===== src/rtl/mem_port_arbiter_if.sv =====
// Bundles the fetch, data and memory-side handshakes of mem_port_arbiter.
// slave: arbiter view; master: core-plus-memory view.
interface mem_port_arbiter_if;
  logic        i_req;
  logic [31:0] i_addr;
  logic        i_ready;
  logic [31:0] i_rdata;

  logic        d_req;
  logic        d_we;
  logic [31:0] d_addr;
  logic [31:0] d_wdata;
  logic [2:0]  d_type;
  logic        d_ready;
  logic [31:0] d_rdata;

  logic        m_req;
  logic        m_we;
  logic [31:0] m_addr;
  logic [31:0] m_wdata;
  logic [2:0]  m_type;
  logic        m_ack;
  logic [31:0] m_rdata;

  modport slave (
    input  i_req, i_addr, d_req, d_we, d_addr, d_wdata, d_type, m_ack, m_rdata,
    output i_ready, i_rdata, d_ready, d_rdata, m_req, m_we, m_addr, m_wdata, m_type
  );

  modport master (
    output i_req, i_addr, d_req, d_we, d_addr, d_wdata, d_type, m_ack, m_rdata,
    input  i_ready, i_rdata, d_ready, d_rdata, m_req, m_we, m_addr, m_wdata, m_type
  );
endinterface


===== src/rtl/mem_port_arbiter.sv =====
// Fetch/data arbiter for one shared memory port; ARB_PERF_EN adds a conflict counter.
// Latency: grant -> m_req next cycle, ready one cycle after m_ack (3 cycles minimum).
// Backpressure: requesters hold req until their ready pulse; memory stalls via m_ack up to TIMEOUT.
module mem_port_arbiter #(
  parameter int STARVE_MAX = 4,
  parameter int TIMEOUT    = 64
) (
  input  logic                clk,
  input  logic                rst,
  mem_port_arbiter_if.slave   bus,
  output logic                owner,
  output logic                busy,
  output logic                err,
  output logic [31:0]         conflict_cnt
);

  localparam int             TW     = $clog2(TIMEOUT);
  localparam logic [TW-1:0]  T_LAST = TW'(TIMEOUT - 1);
  localparam logic [3:0]     S_MAX  = 4'(STARVE_MAX);
  localparam logic [31:0]    NOP    = 32'h0000_0013;

  typedef enum logic [1:0] {IDLE, ACCESS, RESP} state_t;

  state_t        state, state_nxt;
  logic [3:0]    starve_cnt;
  logic [TW-1:0] timer;
  logic          timed_out;
  logic          grant_i, grant_d, ack_hit, to_hit;

  logic          m_we_q;
  logic [31:0]   m_addr_q, m_wdata_q, i_rdata_q, d_rdata_q;
  logic [2:0]    m_type_q;

  always_ff @(posedge clk or posedge rst) begin
    if (rst) state <= IDLE;
    else     state <= state_nxt;
  end

  always_comb begin
    state_nxt = state;
    grant_i   = 1'b0;
    grant_d   = 1'b0;
    ack_hit   = 1'b0;
    to_hit    = 1'b0;
    case (state)
      IDLE: begin
        // Data wins unless fetch has been passed over STARVE_MAX times in a row.
        grant_i = bus.i_req && (!bus.d_req || starve_cnt >= S_MAX);
        grant_d = bus.d_req && !grant_i;
        if (grant_i || grant_d) state_nxt = ACCESS;
      end
      ACCESS: begin
        ack_hit = bus.m_ack;
        to_hit  = !bus.m_ack && (timer == T_LAST);
        if (ack_hit || to_hit) state_nxt = RESP;
      end
      RESP:    state_nxt = IDLE;
      default: state_nxt = IDLE;
    endcase
  end

  always_ff @(posedge clk or posedge rst) begin
    if (rst) begin
      m_we_q     <= 1'b0;
      m_addr_q   <= '0;
      m_wdata_q  <= '0;
      m_type_q   <= '0;
      owner      <= 1'b0;
      i_rdata_q  <= '0;
      d_rdata_q  <= '0;
      starve_cnt <= '0;
      timer      <= '0;
      timed_out  <= 1'b0;
    end else begin
      timed_out <= to_hit;
      if (grant_i) begin
        m_we_q    <= 1'b0;
        m_addr_q  <= bus.i_addr;
        m_wdata_q <= '0;
        m_type_q  <= 3'b000;
        owner     <= 1'b0;
        timer     <= '0;
      end else if (grant_d) begin
        m_we_q    <= bus.d_we;
        m_addr_q  <= bus.d_addr;
        m_wdata_q <= bus.d_wdata;
        m_type_q  <= bus.d_type;
        owner     <= 1'b1;
        timer     <= '0;
      end
      if (state == IDLE) begin
        if (grant_i || !bus.i_req)
          starve_cnt <= '0;
        else if (grant_d && starve_cnt != 4'hF)
          starve_cnt <= starve_cnt + 4'd1;
      end
      if (state == ACCESS && !ack_hit && !to_hit)
        timer <= timer + 1'b1;
      if (ack_hit) begin
        if (owner) d_rdata_q <= bus.m_rdata;
        else       i_rdata_q <= bus.m_rdata;
      end else if (to_hit) begin
        // Aborted fetch returns a NOP so the pipeline keeps flowing.
        if (owner) d_rdata_q <= '0;
        else       i_rdata_q <= NOP;
      end
    end
  end

  assign busy        = (state != IDLE);
  assign err         = (state == RESP) && timed_out;
  assign bus.m_req   = (state == ACCESS);
  assign bus.m_we    = m_we_q;
  assign bus.m_addr  = m_addr_q;
  assign bus.m_wdata = m_wdata_q;
  assign bus.m_type  = m_type_q;
  assign bus.i_ready = (state == RESP) && !owner;
  assign bus.d_ready = (state == RESP) && owner;
  assign bus.i_rdata = i_rdata_q;
  assign bus.d_rdata = d_rdata_q;

`ifdef ARB_PERF_EN
  logic [31:0] conflict_q;

  always_ff @(posedge clk or posedge rst) begin
    if (rst)
      conflict_q <= '0;
    else if (state == IDLE && bus.i_req && bus.d_req)
      conflict_q <= conflict_q + 32'd1;
  end

  assign conflict_cnt = conflict_q;
`else
  assign conflict_cnt = '0;
`endif

endmodule


===== src/flat_wrapper.sv =====
// flat-port wrapper written by rule: the top's interface ports become plain ports
module mem_port_arbiter_flat 
#(
  parameter int STARVE_MAX = 4,
  parameter int TIMEOUT    = 64
)
  (clk, rst, owner, busy, err, conflict_cnt, bus_i_req, bus_i_addr, bus_d_req, bus_d_we, bus_d_addr, bus_d_wdata, bus_d_type, bus_m_ack, bus_m_rdata, bus_i_ready, bus_i_rdata, bus_d_ready, bus_d_rdata, bus_m_req, bus_m_we, bus_m_addr, bus_m_wdata, bus_m_type);
  mem_port_arbiter_if bus_i ();
  input  logic clk;
  input  logic rst;
  output logic owner;
  output logic busy;
  output logic err;
  output logic [31:0] conflict_cnt;
  input wire logic [$bits(bus_i.i_req)-1:0] bus_i_req;
  input wire logic [$bits(bus_i.i_addr)-1:0] bus_i_addr;
  input wire logic [$bits(bus_i.d_req)-1:0] bus_d_req;
  input wire logic [$bits(bus_i.d_we)-1:0] bus_d_we;
  input wire logic [$bits(bus_i.d_addr)-1:0] bus_d_addr;
  input wire logic [$bits(bus_i.d_wdata)-1:0] bus_d_wdata;
  input wire logic [$bits(bus_i.d_type)-1:0] bus_d_type;
  input wire logic [$bits(bus_i.m_ack)-1:0] bus_m_ack;
  input wire logic [$bits(bus_i.m_rdata)-1:0] bus_m_rdata;
  output wire logic [$bits(bus_i.i_ready)-1:0] bus_i_ready;
  output wire logic [$bits(bus_i.i_rdata)-1:0] bus_i_rdata;
  output wire logic [$bits(bus_i.d_ready)-1:0] bus_d_ready;
  output wire logic [$bits(bus_i.d_rdata)-1:0] bus_d_rdata;
  output wire logic [$bits(bus_i.m_req)-1:0] bus_m_req;
  output wire logic [$bits(bus_i.m_we)-1:0] bus_m_we;
  output wire logic [$bits(bus_i.m_addr)-1:0] bus_m_addr;
  output wire logic [$bits(bus_i.m_wdata)-1:0] bus_m_wdata;
  output wire logic [$bits(bus_i.m_type)-1:0] bus_m_type;
  assign bus_i.i_req = bus_i_req;
  assign bus_i.i_addr = bus_i_addr;
  assign bus_i.d_req = bus_d_req;
  assign bus_i.d_we = bus_d_we;
  assign bus_i.d_addr = bus_d_addr;
  assign bus_i.d_wdata = bus_d_wdata;
  assign bus_i.d_type = bus_d_type;
  assign bus_i.m_ack = bus_m_ack;
  assign bus_i.m_rdata = bus_m_rdata;
  assign bus_i_ready = bus_i.i_ready;
  assign bus_i_rdata = bus_i.i_rdata;
  assign bus_d_ready = bus_i.d_ready;
  assign bus_d_rdata = bus_i.d_rdata;
  assign bus_m_req = bus_i.m_req;
  assign bus_m_we = bus_i.m_we;
  assign bus_m_addr = bus_i.m_addr;
  assign bus_m_wdata = bus_i.m_wdata;
  assign bus_m_type = bus_i.m_type;
  mem_port_arbiter #(.STARVE_MAX(STARVE_MAX), .TIMEOUT(TIMEOUT)) u_core (.clk(clk), .rst(rst), .bus(bus_i), .owner(owner), .busy(busy), .err(err), .conflict_cnt(conflict_cnt));
endmodule

===== config.mk =====
export PLATFORM = sky130hd
export DESIGN_NAME = mem_port_arbiter_flat
export DESIGN_NICKNAME = d
export VERILOG_FILES = /design/src/rtl/mem_port_arbiter_if.sv /design/src/rtl/mem_port_arbiter.sv /design/src/flat_wrapper.sv
export SDC_FILE = /design/constraint.sdc
export NUM_CORES = 1
export LEC_CHECK = 0
export ABC_CLOCK_PERIOD_IN_PS = 11000
export CAP_MARGIN = 20
export CORE_UTILIZATION = 44
export CTS_BUF_LIST = sky130_fd_sc_hd__clkbuf_2 sky130_fd_sc_hd__clkbuf_4 sky130_fd_sc_hd__clkbuf_8
export CTS_CLUSTER_SIZE = 20
export DETAILED_ROUTE_END_ITERATION = 12
export GPL_TIMING_DRIVEN = 0
export PLACE_DENSITY = 0.88
export SKIP_CTS_REPAIR_TIMING = 1
export SYNTH_ARGS = -nofsm -noshare
export SYNTH_HDL_FRONTEND = slang
export SYNTH_SLANG_ARGS = --single-unit

===== constraint.sdc =====
create_clock -name clk -period 11 [get_ports clk]
set_clock_uncertainty 0.2 [all_clocks]
set_input_delay 1.1 -clock clk [delete_from_list [all_inputs] [get_ports clk]]
set_output_delay 1.1 -clock clk [all_outputs]
set_load 0.02 [all_outputs]

# Yosys cells after proc, flatten, opt, wreduce, memory -nomap -nowiden
# Cells that the tools add are included.
# W data, S select, Z words.
[word_totals]
register_bits = 146
inputBits = 137
output_inout_bits = 170
elab_cells = 81
[op_classes]
n_addsub = 2
order_cmp = 1
eq_ne = 6
muxes = 30
bitwise_logic = 1
n_reduce_logical = 30
[op_table]
columns = ["cell", "count"]
rows = [
  ["$mux W32", 12],
  ["$mux W6", 3],
  ["$logic_and A1 B1 Y1", 9],
  ["$mux W1", 8],
  ["$mux W4", 2],
  ["$reduce_and A2 Y1", 4],
  ["$reduce_bool A2 Y1", 4],
  ["$logic_not A1 Y1", 7],
  ["$add A6 B1 Y6 const B", 1],
  ["$eq A6 B6 Y1 const B", 1],
  ["$mux W3", 2],
  ["$add A4 B1 Y4 const B", 1],
  ["$ge A4 B3 Y1 const B", 1],
  ["$logic_or A1 B1 Y1", 4],
  ["$mux W2", 2],
  ["$ne A2 B1 Y1 const B", 2],
  ["$ne A4 B4 Y1 const B", 1],
  ["$pmux W2 S2", 1],
  ["$reduce_bool A3 Y1", 1],
  ["$eq A2 B1 Y1 const B", 1],
  ["$eq A2 B2 Y1 const B", 1],
  ["$logic_not A2 Y1", 1],
  ["$not A1 Y1", 1],
]

# Longest topological paths before layout
[depth]
depth_word = 9
depth_mapped = 8
depth_no_buf = 5

# Least setup slack after synthesis
# Ideal clock, no wire load.
[synth_timing]
path_type = "input port to flip-flop"
startpoint = "input port bus_m_ack"
endpoint = "register u_core.timer[5]"
setup_ps = 79
arrival_ps = 2152
required_time_ps = 10721
setup_slack_ps = 8568
path_stages = 5
n_path_buf = 1
path_cell_list = "or3b_1 buf_2 a31o_4 nor3_2 mux2i_1"
[synth_between]
elab_chain_len = 6
elab_cells_between_ends = 10
cone_classes = "mux (3); reduce/logical (7)"
[synth_lines]
columns = ["element", "line", "source"]
rows = [
  ["start: declaration", "flat_wrapper.sv:22", "input wire logic [$bits(bus_i.m_ack)-1:0] bus_m_ack;"],
  ["$logic_not A1 Y1", "mem_port_arbiter.sv:54", "to_hit = !bus.m_ack && (timer == T_LAST);"],
  ["$logic_and A1 B1 Y1", "mem_port_arbiter.sv:54", ""],
  ["$mux W1", "mem_port_arbiter.sv:45", "case (state)"],
  ["$logic_not A1 Y1", "mem_port_arbiter.sv:97", "if (state == ACCESS && !ack_hit && !to_hit)"],
  ["$logic_and A1 B1 Y1 (*)", "mem_port_arbiter.sv:97", ""],
  ["$reduce_bool A3 Y1 (no source line) or $mux W6 (tied branches)", "--", ""],
  ["end signal: assignment", "mem_port_arbiter.sv:98", "timer <= timer + 1'b1;"],
  ["end: declaration", "mem_port_arbiter.sv:26", "logic [TW-1:0] timer;"],
]
# Mark *: on every way between the ends. The rest lies on a longest branch, timed or not.
# A chain may end at the register's enable or synchronous reset.

# Worst setup path in the final report
[layout_timing]
startpoint = "register u_core.state[1]"
endpoint = "output port busy"
[layout_between]
elab_chain_len = 1
[layout_lines]
columns = ["element", "line", "source"]
rows = [
  ["start: declaration", "mem_port_arbiter.sv:24", "state_t state, state_nxt;"],
  ["start signal: assignment", "mem_port_arbiter.sv:36", "else state <= state_nxt;"],
  ["$reduce_bool A2 Y1", "mem_port_arbiter.sv:110", "assign busy = (state != IDLE);"],
  ["end: declaration", "flat_wrapper.sv:12", "output logic busy;"],
]
# No other way between the ends.

==> flow_summary.toml <==
[outcome]
outcome = "finished, final reports clean"

[die]
die_width_um = 118.1
fp.dieArea_sq_um = 13950
placeableCoreArea_sq_um = 13190
rows = 42
die_h_um = 118.1
ioPinCount = 307
initial_core_util_pct = 44.96

[cts]
cts.sink_count = 146
tritoncts = "built"
clk_path_buf_depth = 2
h-tree-depth = 4
clk_latency_ns = 0.44
cts_buffers = 17
clock-root-buffer = "clkbuf_8"
cts.clk_slew.worst_paths_ns = 0.07

[logic_synthesis]
synth.top_cells.by_area = "dfrtp_1, a22o_1, mux2i_1, buf_4, o21ai_0"
netlist.area_leader.share_pct = 61.60
ys.flop_type = "dfrtp_1"
syn_inst = 474
synthDominantAreaCellType = "dfrtp_1"
post_synth_instance_area_sq_um = 5931
yosysWarnings = 0
synth_edf_count = 0
postSynth.asyncResetShare_pct = 100.0
synth.ff_latch_count = 146
synth_area_per_cell_sq_um = 12.51
yosysUniqueCellTypes = 34
synth.yosys.seq_area_share_pct = 61.60

[finish]
area_delta_synth_final_pct = 60.68
highest_count_cells_in_the_layout_ignoring_fill_and_taps = "clkdlybuf4s50_1, dfrtp_1, a22o_1"
antennaDiodeCount = 0
final_common_cell = "clkdlybuf4s50_1"
post_layout_nonfiller_instances = 988
nFillCells = 880
fraction_of_layout_cells_with_a_size_suffix_above_1_pct = 11.70
nNetsFinal = 938
final_util_pct = 72.24

[placement]
io_buffer_count = 274
placer_s_final_routability_congestion_estimate = 0.8616
dp_cells = 956
detailedPlacementHpwl_mm = 12.41
placement.setup.worst_slack_ns = 7.804

[drt]
drt_drc_violations_left = 0
routed_via_density = 5.122
detail_route.iter0.violations = 239
firstDrtPassIters = 4
vias = 5061
detail-route-antenna-nets = 0
routed_len_inst_um = 16.98
totalWireLength_mm = 16.78

[flow_run]
drv.max_cap_violation_count = 0

[sta]
fin_crit_sh_pct = 30.05
grt_setup_unrepaired = "false"
worst_slack_ns = 7.694
slew_violations = 0
worst_pin_slew_ns = 0.6629
maxClockFrequency_mhz = 302.5
hold_viol = 0
final_period_minus_worst_setup_slack_ns = 3.306
timing.max_slew.rel_slack_pct = 55.51
finalSetupViolCount = 0
setup_total_negative_slack_ns = 0

[global_routing]
maximum_number_of_pins_on_one_net_before_global_route_repair = 81
initial_antenna_violation_count = 0
global_route_wire_length_before_repair_mm = 26.77
all_layer_global_routing_usage_pct = 24.84
first_global_vias = 5237
globalRouteOverflowTotal = 0

[min_path]
worst_hold_class = "reg -> reg"
timing.hold.worst_path_depth = 1

[critical_path]
timing.setup.critical_path_class = "reg -> out"
timing.reg2reg.worst_path_depth = 7
end_kind = "output pin"
crit_fanout = 8
timing.critical_path.arrival_ns = 2.01
cp-start-kind = "register"
cp.required_ns = 9.70

[power]
power.density_cell_area_nw_per_um2 = 292.5
vdd_drop_max_mv = 0.1640
p_leak_nw = 4.310
totalPowerFinal_mw = 2.787
## sequential cells by signal, summed over array words and instances, names as in the netlist
signal              cells
u_core.timer            6
u_core.bus.m_type       3
u_core.owner            1
u_core.timed_out        1
u_core.bus.m_addr      32
u_core.bus.d_rdata     32
u_core.bus.i_rdata     32
u_core.starve_cnt       4
u_core.bus.m_we         1
u_core.state            2
u_core.bus.m_wdata     32
## critical path: stages (launching register included)
cell	delay, ns
dfrtp_1	0.47
nor2_1	0.35
inv_1	0.15
clkdlybuf4s50_1	0.59
## synthesized netlist by cell type, types with 2 or more instances
master / n
buf_2: 24
and3b_1: 2
nor3_2: 2
a22o_1: 97
nand2b_1: 2
nand2_1: 43
buf_4: 33
a31oi_1: 3
mux2i_1: 34
o21ai_0: 36
and3_1: 4
o21ai_1: 2
dfrtp_1: 146
nand3_1: 3
o2bb2ai_1: 2
a21oi_1: 3
clkbuf_1: 7
inv_1: 4
o22a_1: 3
and2_1: 2
nor3_1: 2
ha_1: 2
nor2_1: 7
## area by class of cell
cell class	count	area (sq um)	share of cell area [%]
tap	176	220.2	2.311
buffer	65	397.9	4.175
inverter	4	20.02	0.2101
timing repair buffer	275	2770	29.07
multi-input combinational	290	1981	20.79
clock inverter	12	230.2	2.416
sequential	146	3654	38.34
clock buffer	20	256.5	2.692
## worst paths after layout
| check | from | end | slack, ns |
|---|---|---|---|
| hold reg to reg | u_core.bus.i_rdata[4] | u_core.bus.i_rdata[4] | 0.30 |
| max in group asynchronous | rst | u_core.bus.m_wdata[31] | 8.88 |
| hold / removal | u_core.bus.i_rdata[4] | u_core.bus.i_rdata[4] | 0.30 |
| setup / recovery | u_core.state[1] | busy | 7.69 |
| min in group asynchronous | rst | u_core.bus.i_rdata[7] | 0.91 |
| setup reg to reg | u_core.timer[0] | u_core.bus.d_rdata[11] | 8.80 |
## power breakdown
part	internal (mW)	switching (mW)	total (mW)	leakage [nW]
Sequential	0.783	0.163	0.945	1.83
Clock	0.302	0.206	0.508	0.238
Combinational	0.673	0.660	1.33	2.24
Total	1.76	1.03	2.79	4.31
## metal layers
layer	GRT usage, %	wire (um)
met5	0	0
met3	7.025	1097
met2	42.35	8557
met4	10.18	452
met1	29.47	6669
## cell families (layout without fill, tap and decap cells)
group / after synthesis / count (layout) / share of synthesized area (%)
AOI/OAI and AO/OA: 149 / 149 / 19.43
DFF: 146 / 146 / 61.60
and+or+nand+nor: 73 / 73 / 5.781
buffers and inverters: 69 / 376 / 6.962
muxes: 34 / 34 / 5.738
adders and majority gates: 2 / 2 / 0.4219
other: 1 / 32 / 0.06323
## through the flow
| stage | hold slack, ns | area (sq um) |
|---|---|---|
| after floorplan | 0.2601 | 6047 |
| after global placement | 0.2747 | 9010 |
| after detailed placement | 0.2819 | 9042 |
| after CTS | 0.3081 | 9529 |
| after global routing | 0.3188 | 9529 |
| final | 0.3016 | 9529 |
(Power assumes the default switching activity.)
